`src/rtl/mappy_spr_scan.sv`:
```
// mappy_spr_scan: per-line sprite attribute scanner feeding a first-word fall-through draw-job queue.
// state | meaning
// IDLE  | waiting for line_start
// RD0   | even (tile/ypos/attr) address on ab_obj
// RD1   | odd (pal/x/disable) address on ab_obj, even data captured
// EVAL  | odd data live on the RAM bus, vertical hit evaluated, job pushed
// WAIT  | hit found with the queue full, holding the job until a slot frees
module mappy_spr_scan #(
    parameter int          NUM_SPR    = 64,
    parameter logic [10:0] BASE_ADDR  = 11'h780,
    parameter int          FIFO_DEPTH = 8
) (
    input  logic        clk_36864,
    input  logic        n_main_reset,
    input  logic        line_start,
    input  logic [7:0]  vline,
    output logic [10:0] ab_obj,
    input  logic [7:0]  obj1in,
    input  logic [7:0]  obj2in,
    input  logic [7:0]  obj3in,
    output logic        job_valid,
    input  logic        job_ready,
    output logic [7:0]  job_tile,
    output logic [5:0]  job_pal,
    output logic [8:0]  job_xpos,
    output logic [4:0]  job_row,
    output logic [1:0]  job_size,
    output logic        job_flipx,
    output logic        scan_busy,
    output logic        line_done,
    output logic [6:0]  match_count
);

    localparam int KW = $clog2(NUM_SPR);
    localparam int PW = $clog2(FIFO_DEPTH);

    typedef enum logic [2:0] {S_IDLE, S_RD0, S_RD1, S_EVAL, S_WAIT} state_t;

    typedef struct packed {
        logic [7:0] tile;
        logic [5:0] pal;
        logic [8:0] xpos;
        logic [4:0] row;
        logic [1:0] size;
        logic       flipx;
    } job_t;

    state_t        state_q, state_d;
    logic [KW-1:0] k_q, k_d, k_next;
    logic [7:0]    vline_q, vline_d;
    logic [10:0]   ab_q, ab_d;
    logic [7:0]    tile_q, tile_d;
    logic [7:0]    ypos_q, ypos_d;
    logic [3:0]    attr_q, attr_d;
    job_t          pend_q, pend_d;
    logic [PW-1:0] wr_q, wr_d, rd_q, rd_d;
    logic [PW:0]   cnt_q, cnt_d;
    logic [6:0]    mc_q, mc_d;
    job_t          mem_q [FIFO_DEPTH];

    logic [8:0] y;
    logic       hit, last, full, stall, push, pop, advance;
    job_t       eval_job, push_job, head;
    logic       unused_obj3;

    assign unused_obj3 = ^obj3in[7:4];
    assign last        = (k_q == KW'(NUM_SPR - 1));
    assign k_next      = last ? '0 : k_q + 1'b1;
    assign full        = (cnt_q == (PW + 1)'(FIFO_DEPTH));
    assign pop         = job_valid & job_ready;

    // attr_q = {size[1:0], flipy, flipx} of the even word
    always_comb begin
        y = {1'b0, ypos_q} + {1'b0, vline_q} + (attr_q[3] ? 9'd16 : 9'd0) - 9'd1;
        if (attr_q[3]) begin
            hit          = (y[8:5] == 4'b0111);
            eval_job.row = y[4:0] ^ {5{attr_q[1]}};
        end else begin
            hit          = (y[8:4] == 5'b01110);
            eval_job.row = {1'b0, y[3:0] ^ {4{attr_q[1]}}};
        end
        eval_job.tile  = tile_q;
        eval_job.pal   = obj1in[5:0];
        eval_job.xpos  = {obj3in[0], obj2in};
        eval_job.size  = attr_q[3:2];
        eval_job.flipx = attr_q[0];
        stall          = hit & ~obj3in[1] & full;
    end

    always_ff @(posedge clk_36864 or negedge n_main_reset) begin
        if (!n_main_reset) begin
            state_q <= S_IDLE;
        end else begin
            state_q <= state_d;
        end
    end

    always_comb begin
        state_d = state_q;
        case (state_q)
            S_IDLE: state_d = S_IDLE;
            S_RD0:  state_d = S_RD1;
            S_RD1:  state_d = S_EVAL;
            S_EVAL: begin
                if (stall)     state_d = S_WAIT;
                else if (last) state_d = S_IDLE;
                else           state_d = S_RD0;
            end
            S_WAIT: begin
                if (!full) state_d = last ? S_IDLE : S_RD0;
            end
            default: state_d = S_IDLE;
        endcase
        if (line_start) state_d = S_RD0;
    end

    always_comb begin
        push     = 1'b0;
        advance  = 1'b0;
        push_job = pend_q;
        if (!line_start) begin
            if (state_q == S_EVAL) begin
                push     = hit & ~obj3in[1] & ~full;
                advance  = ~stall;
                push_job = eval_job;
            end else if (state_q == S_WAIT) begin
                push    = ~full;
                advance = ~full;
            end
        end
        line_done = advance & last;
        scan_busy = (state_q != S_IDLE) & ~line_done;
    end

    always_comb begin
        k_d     = k_q;
        vline_d = vline_q;
        ab_d    = ab_q;
        tile_d  = tile_q;
        ypos_d  = ypos_q;
        attr_d  = attr_q;
        pend_d  = pend_q;
        wr_d    = wr_q;
        rd_d    = rd_q;
        cnt_d   = cnt_q;
        mc_d    = mc_q;
        if (state_q == S_RD0) ab_d = ab_q + 11'd1;
        if (state_q == S_RD1) begin
            tile_d = obj1in;
            ypos_d = obj2in;
            attr_d = obj3in[3:0];
        end
        if (state_q == S_EVAL) pend_d = eval_job;
        if (advance) begin
            k_d = k_next;
            if (!last) ab_d = BASE_ADDR + 11'({k_next, 1'b0});
        end
        if (push) begin
            wr_d = wr_q + 1'b1;
            if (mc_q != 7'd127) mc_d = mc_q + 7'd1;
        end
        if (pop) rd_d = rd_q + 1'b1;
        cnt_d = cnt_q + (PW + 1)'(push) - (PW + 1)'(pop);
        // a new line start discards everything queued for the old line
        if (line_start) begin
            k_d     = '0;
            vline_d = vline;
            ab_d    = BASE_ADDR;
            wr_d    = '0;
            rd_d    = '0;
            cnt_d   = '0;
            mc_d    = '0;
        end
    end

    always_ff @(posedge clk_36864 or negedge n_main_reset) begin
        if (!n_main_reset) begin
            k_q     <= '0;
            vline_q <= '0;
            ab_q    <= BASE_ADDR;
            tile_q  <= '0;
            ypos_q  <= '0;
            attr_q  <= '0;
            pend_q  <= '0;
            wr_q    <= '0;
            rd_q    <= '0;
            cnt_q   <= '0;
            mc_q    <= '0;
        end else begin
            k_q     <= k_d;
            vline_q <= vline_d;
            ab_q    <= ab_d;
            tile_q  <= tile_d;
            ypos_q  <= ypos_d;
            attr_q  <= attr_d;
            pend_q  <= pend_d;
            wr_q    <= wr_d;
            rd_q    <= rd_d;
            cnt_q   <= cnt_d;
            mc_q    <= mc_d;
        end
    end

    always_ff @(posedge clk_36864) begin
        if (push) mem_q[wr_q] <= push_job;
    end

    assign head        = mem_q[rd_q];
    assign job_valid   = (cnt_q != '0);
    assign ab_obj      = ab_q;
    assign match_count = mc_q;

    always_comb begin
        job_tile  = '0;
        job_pal   = '0;
        job_xpos  = '0;
        job_row   = '0;
        job_size  = '0;
        job_flipx = 1'b0;
        if (job_valid) begin
            job_tile  = head.tile;
            job_pal   = head.pal;
            job_xpos  = head.xpos;
            job_row   = head.row;
            job_size  = head.size;
            job_flipx = head.flipx;
        end
    end

endmodule
```
`config.mk`:
```
export PLATFORM = sky130hd
export DESIGN_NAME = mappy_spr_scan
export DESIGN_NICKNAME = d
export VERILOG_FILES = /design/src/rtl/mappy_spr_scan.sv
export SDC_FILE = /design/constraint.sdc
export NUM_CORES = 1
export LEC_CHECK = 0
export ABC_AREA = 1
export ABC_CLOCK_PERIOD_IN_PS = 5470
export BUFFER_PORTS_ARGS = -buffer_cell sky130_fd_sc_hd__buf_2
export CAP_MARGIN = 40
export CORE_UTILIZATION = 45
export CTS_CLUSTER_SIZE = 12
export DETAILED_ROUTE_END_ITERATION = 10
export GPL_TIMING_DRIVEN = 0
export PLACE_DENSITY = 0.66
export SYNTH_ARGS = -nofsm -noshare
export SYNTH_HDL_FRONTEND = slang
export SYNTH_SLANG_ARGS = --single-unit
```
`constraint.sdc`:
```
create_clock -name clk_36864 -period 5.47 [get_ports clk_36864]
set_input_delay 1.094 -clock clk_36864 [delete_from_list [all_inputs] [get_ports clk_36864]]
set_output_delay 1.094 -clock clk_36864 [all_outputs]
set_load 0.01 [all_outputs]
```
; ---- Word-level counts from Yosys, hierarchy flattened
; Memories as Yosys holds them, arrays and structs flattened.
; Cells that the tools add are included.
; W data, S select, Z words.
[word_totals]
reg_bits = 96
ramBits = 248
input_bits = 36
output_inout_bits = 52
elab_cells = 96
memories = 1
[memory_table]
columns = memory, words, word_bits, read_ports, rd_clocked_by_memory_dff, write_ports, line
row1 = mem_q, 8, 31, 1, 0, 1, 59  ; job_t mem_q [FIFO_DEPTH];
[op_classes]
addsub = 11
n_eq_ne = 10
mux = 38
bitwise = 12
n_reduce_logical = 7
[ops]
columns = operator, n
row1 = $mux W31, 2
row2 = $mux W11, 4
row3 = $mux W6, 4
row4 = $mux W3, 7
row5 = $mux W7, 3
row6 = $mux W5, 3
row7 = $pmux W3 S4, 1
row8 = $add A11 B1 Y11 const B, 1
row9 = $mux W1, 10
row10 = $add A8 B8 Y9, 1
row11 = $add A8 B8 Y9 const A, 1
row12 = $add A9 B5 Y9, 1
row13 = $mux W9, 1
row14 = $sub A9 B1 Y9 const B, 1
row15 = $mux W8, 1
row16 = $reduce_bool A2 Y1, 4
row17 = $add A7 B1 Y7 const B, 1
row18 = $ne A7 B7 Y1 const B, 1
row19 = $add A3 B1 Y3 const B, 2
row20 = $add A6 B1 Y6 const B, 1
row21 = $and A1 B1 Y1, 6
row22 = $eq A3 B2 Y1 const B, 2
row23 = $eq A6 B6 Y1 const B, 1
row24 = $eq A5 B4 Y1 const B, 1
row25 = other kinds (15), 18

; ---- Logic depth before layout (Yosys ltp)
[depth]
depth_word = 13
ltp_mapped = 24

; ---- Worst setup path after synthesis
; No wires, ideal clock.
[synth_path]
kind = register -> register
start = reg ypos_q[2]
end = mem mem_q[0][0] in the netlist's numbering, enable pin
setup_ns = 0.419
t_arrival_ns = 3.674
slack_ns = 1.377
path_stages_with_launch = 18
n_path_buf = 0
synth_period_minus_slack_ns = 4.093
path_cell_list = dfrtp_1 > inv_1 > ha_1 > inv_1 > ha_1 > ha_1 > fa_1 > nand2_1 > nand2_1 > nand3_1 > nand2_1 > nor2_1 > nand2_2 > nand2_2 > nand2_1 > nor2_2 > nand2_1 > nor2_1
[synth_between]
elab_chain_cells = 11
elab_cells_between_ends = 12
classes_between = add/sub (3) / eq/ne (2) / mux (5) / bitwise (2)
[synth_lines]
columns = element, line
row1 = "start, declared", 53  ; logic [7:0] ypos_q, ypos_d;
row2 = "start signal, assigned", 194  ; ypos_q <= ypos_d;
row3 = $add A8 B8 Y9 (*), 74  ; y = {1'b0, ypos_q} + {1'b0, vline_q} + (attr_q[3] ? 9'd16 : 9'd0) - 9'd1;
row4 = $add A9 B5 Y9 (*), 74
row5 = $sub A9 B1 Y9 (*), 74
row6 = $eq A5 B4 Y1 or $eq A4 B3 Y1 (tied branches), "79, 76"
row7 = $mux W1 (*), 75  ; if (attr_q[3]) begin
row8 = $and A1 B1 Y1 (*) (2 in a row), 123  ; push = hit & ~obj3in[1] & ~full;
row9 = $mux W1 (*), 122  ; if (state_q == S_EVAL) begin
row10 = $mux W1 (*), 121  ; if (!line_start) begin
row11 = $mux W1 (*), 205  ; if (push) mem_q[wr_q] <= push_job;
row12 = $mux W1 (implied by the code) (*), 205
row13 = "end, declared", 59
; Mark *: on every way between the ends. The rest lies on a longest branch, timed or not.

; ---- Final worst setup path
[layout_path]
start = reg vline_q[2]
end = out scan_busy
[layout_between]
elab_chain_cells = 13
elab_cells_between_ends = 14
classes_between = add/sub (3) / eq/ne (2) / mux (3) / bitwise (6)
[layout_lines]
columns = element, line
row1 = "start, declared", 50  ; logic [7:0] vline_q, vline_d;
row2 = "start signal, assigned", 191  ; vline_q <= vline_d;
row3 = $add A8 B8 Y9 (*), 74
row4 = $add A9 B5 Y9 (*), 74
row5 = $sub A9 B1 Y9 (*), 74
row6 = $eq A5 B4 Y1 or $eq A4 B3 Y1 (tied branches), "79, 76"
row7 = $mux W1 (*), 75
row8 = $and A1 B1 Y1 (*) (2 in a row), 87  ; stall = hit & ~obj3in[1] & full;
row9 = $not A1 Y1 (*), 124  ; advance = ~stall;
row10 = $mux W1 (*), 122
row11 = $mux W1 (*), 121
row12 = $and A1 B1 Y1 (*), 131  ; line_done = advance & last;
row13 = $not A1 Y1 (*), 132  ; scan_busy = (state_q != S_IDLE) & ~line_done;
row14 = $and A1 B1 Y1 (*), 132
row15 = "end, declared", 29  ; output logic scan_busy,
; Marked as above.

==> impl_metrics.yaml <==
pwr:
  vdd_drop_max_v: 0.000241
  power_leakage_uw: 0.00702
  pwr_density_cell_nw_per_um2: 479
logic_synthesis:
  ys_ff_latch: 344
  yosys-top-cells-area: "edfxtp_1, dfrtp_1, o21ai_0"
  synth_edf_count: 248
  netlist.area_leader.share_pct: 50.0
  synth.distinct_cells: 37
  syn_nets: 1466
  ys_warn_count: 0
  yosysTopAreaCell: "edfxtp_1"
  syn_inst: 1396
  synth_seq_area_share_pct: 66.1
  synth_ff_type: "edfxtp_1"
  synth_commonest_cells: "edfxtp_1, o21ai_0, nor2_1"
  synth.most_common_cell: "edfxtp_1"
  synth.cell_area_um2: 14900
  async_flop_share_pct: 27.9
  synth_area_per_cell_um2: 10.7
timing:
  hold_viol_final: 0
  slew_headroom_pct: 33.2
  slew_violations: 0
  setup_ws_ns: 0.976
  rsz0062_at_grt: "no"
  tightest_slew_ns: 0.991
  layout_min_cycle_time_ns: 4.49
  clock.fmax_mhz: 223
  setup_viol: 0
  skew_ns: 0.0217
  period_share_pct: 82.2
critical_path:
  worstPathRequired_ns: 4.38
  worstPathMaxFanout: 8
  cp-start-kind: "flop"
  worst-setup-path-type: "reg -> out"
  cp_data_arrival_time_ns: 3.40
  endpoint_kind: "output pin"
die:
  die-height_um: 184
  die_area_um2: 33800
  coreArea_um2: 32500
  die_w_um: 184
  rows: 66
  io_pins: 88
  initial_core_util_pct: 45.8
final_layout:
  fillers: 2817
  area_delta_synth_final_pct: 17.0
  drive_gt1_share_pct: 13.0
  register_area_um2: 9850
  num-nets-final: 1617
  multi_input_area_um2: 4360
  final_util_pct: 53.6
drt:
  drtAntennaViolNets: 0
  wire_per_inst_um: 17.9
  drt_iter0_markers: 954
  via_per_inst: 5.27
  totalWireLength_um: 36000
  drc: 0
  firstDrtPassIters: 5
  vias: 10642
cts:
  cts_resized: 0
  clockRootBuffer: "clkbuf_16"
  cts_made_buffers: 37
  clkSlewWorstSetupHoldPaths_ns: 0.06
  clockBufferDepth: 3
  h-tree-depth: 2
  ctsHoldBuffers: 0
  cts_tree: "built"
  cts_sinks: 344
  post-cts-setup-buffer-count: 0
  clk-insertion-delay-late_ns: 0.53
min_path:
  hold_class: "reg -> reg"
global_routing:
  grt.total_usage_pct: 21.9
  grt_max_degree: 59
  grt_pass1_vias: 10327
  antenna_found_initial: 2
  grt_pass1_wl_um: 56900
  grt.overflow.total: 0
job:
  drv_cap: 0
status:
  run_status: "finished, final reports clean"
placed_design:
  io_buffer_count: 83
  dpl.hpwl_um: 24500
  pre_cts_slack_ns: 1.53
  gp_congestion: 0.832
## report_power, final
group / switching (µW) / internal [µW] / total [µW]
Sequential: 108 / 3250 / 3350
Clock: 1010 / 1410 / 2410
Combinational: 1740 / 848 / 2590
## cell type report
cell class                      count  share of cell area, %
Antenna cell                        2                 0.0287
Buffer                             73                   1.73
Clock buffer                       57                   6.15
Clock inverter                      9                  0.538
Inverter                          118                   2.54
Multi-Input combinational cell    861                   25.0
Sequential cell                   344                   56.5
Tap cell                          442                   3.17
Timing Repair Buffer              112                   4.26
## final timing paths
check	from	endpoint	slack (ns)	depth (start not counted)
worst max-delay path	vline_q[2]	scan_busy	0.98	18
worst min-delay path	tile_q[1]	tile_q[1]	0.48	2
worst max register to register	vline_q[2]	mem_q[2][15]	1.57	18
worst min register to register	tile_q[1]	tile_q[1]	0.48	2
max in group asynchronous	n_main_reset	ab_obj[8]	4.21	2
min in group asynchronous	n_main_reset	k_q[1]	0.56	1
## cell usage in the layout, fill, tap and decap left out, types with 31 or more instances in the layout
cell / count
dfrtp_1: 92
a31oi_1: 31
clkbuf_1: 65
nand2_1: 184
buf_2: 118
o22ai_1: 32
ha_1: 31
inv_1: 114
nor2_1: 219
clkbuf_16: 38
edfxtp_1: 248
o21ai_0: 244
nand3_1: 41
## registers in the layout, summed over array words and instances (netlist names), 4 cells and up
signal       flops
k_q              6
cnt_q            4
pend_q          31
match_count      7
tile_q           8
vline_q          8
ypos_q           8
mem_q          248
ab_obj          11
attr_q           4
## per-stage QoR
stage / std cells / total power [µW] / hold slack, ns / area [µm²] / TNS (ns)
2_1_floorplan: 1396 / 5030 / 0.449 / 14900 / 0
3_3_place_gp: 1921 / 5860 / 0.466 / 15900 / -12.03
3_5_place_dp: 1948 / 5980 / 0.470 / 16200 / 0
4_1_cts: 2014 / 8380 / 0.488 / 17400 / 0
5_1_grt: 2016 / 8850 / 0.507 / 17400 / 0
6_report: 2018 / 8360 / 0.481 / 17400 / 0
## per-layer routing
layer	global-route usage (%)	vias up	share of wire [%]
met4	6.27	2	2.2
met1	30.3	5108	44
li1	-	5106	-
met5	0	-	0.036
met3	3.96	60	7.6
met2	35.5	366	47
## kinds of logic after synthesis
family                   count (synthesis)  synth area share [%]
adder cells (fa/ha/maj)                 34                  3.01
AND/OR/NAND/NOR                        474                  12.9
XOR/XNOR                                19                  1.12
flip-flops                             344                  66.1
AO/OA/AOI/OAI                          334                  11.8
buffers and inverters                  191                  5.00
## worst max-delay path, stage by stage, from the launching register on
cell and delay [ns]:
dfrtp_1 0.33, inv_1 0.05, ha_1 0.27, inv_1 0.04, ha_1 0.29, ha_1 0.23
fa_1 0.43, nand2_1 0.12, nand2_1 0.06, nand3_1 0.06, nand2_1 0.06, nor2_1 0.12
nand2_2 0.08, nand2_2 0.08, nand2_1 0.08, nand2_1 0.25, o21ai_0 0.12, inv_1 0.07
buf_2 0.13
(Power assumes the default switching activity.)
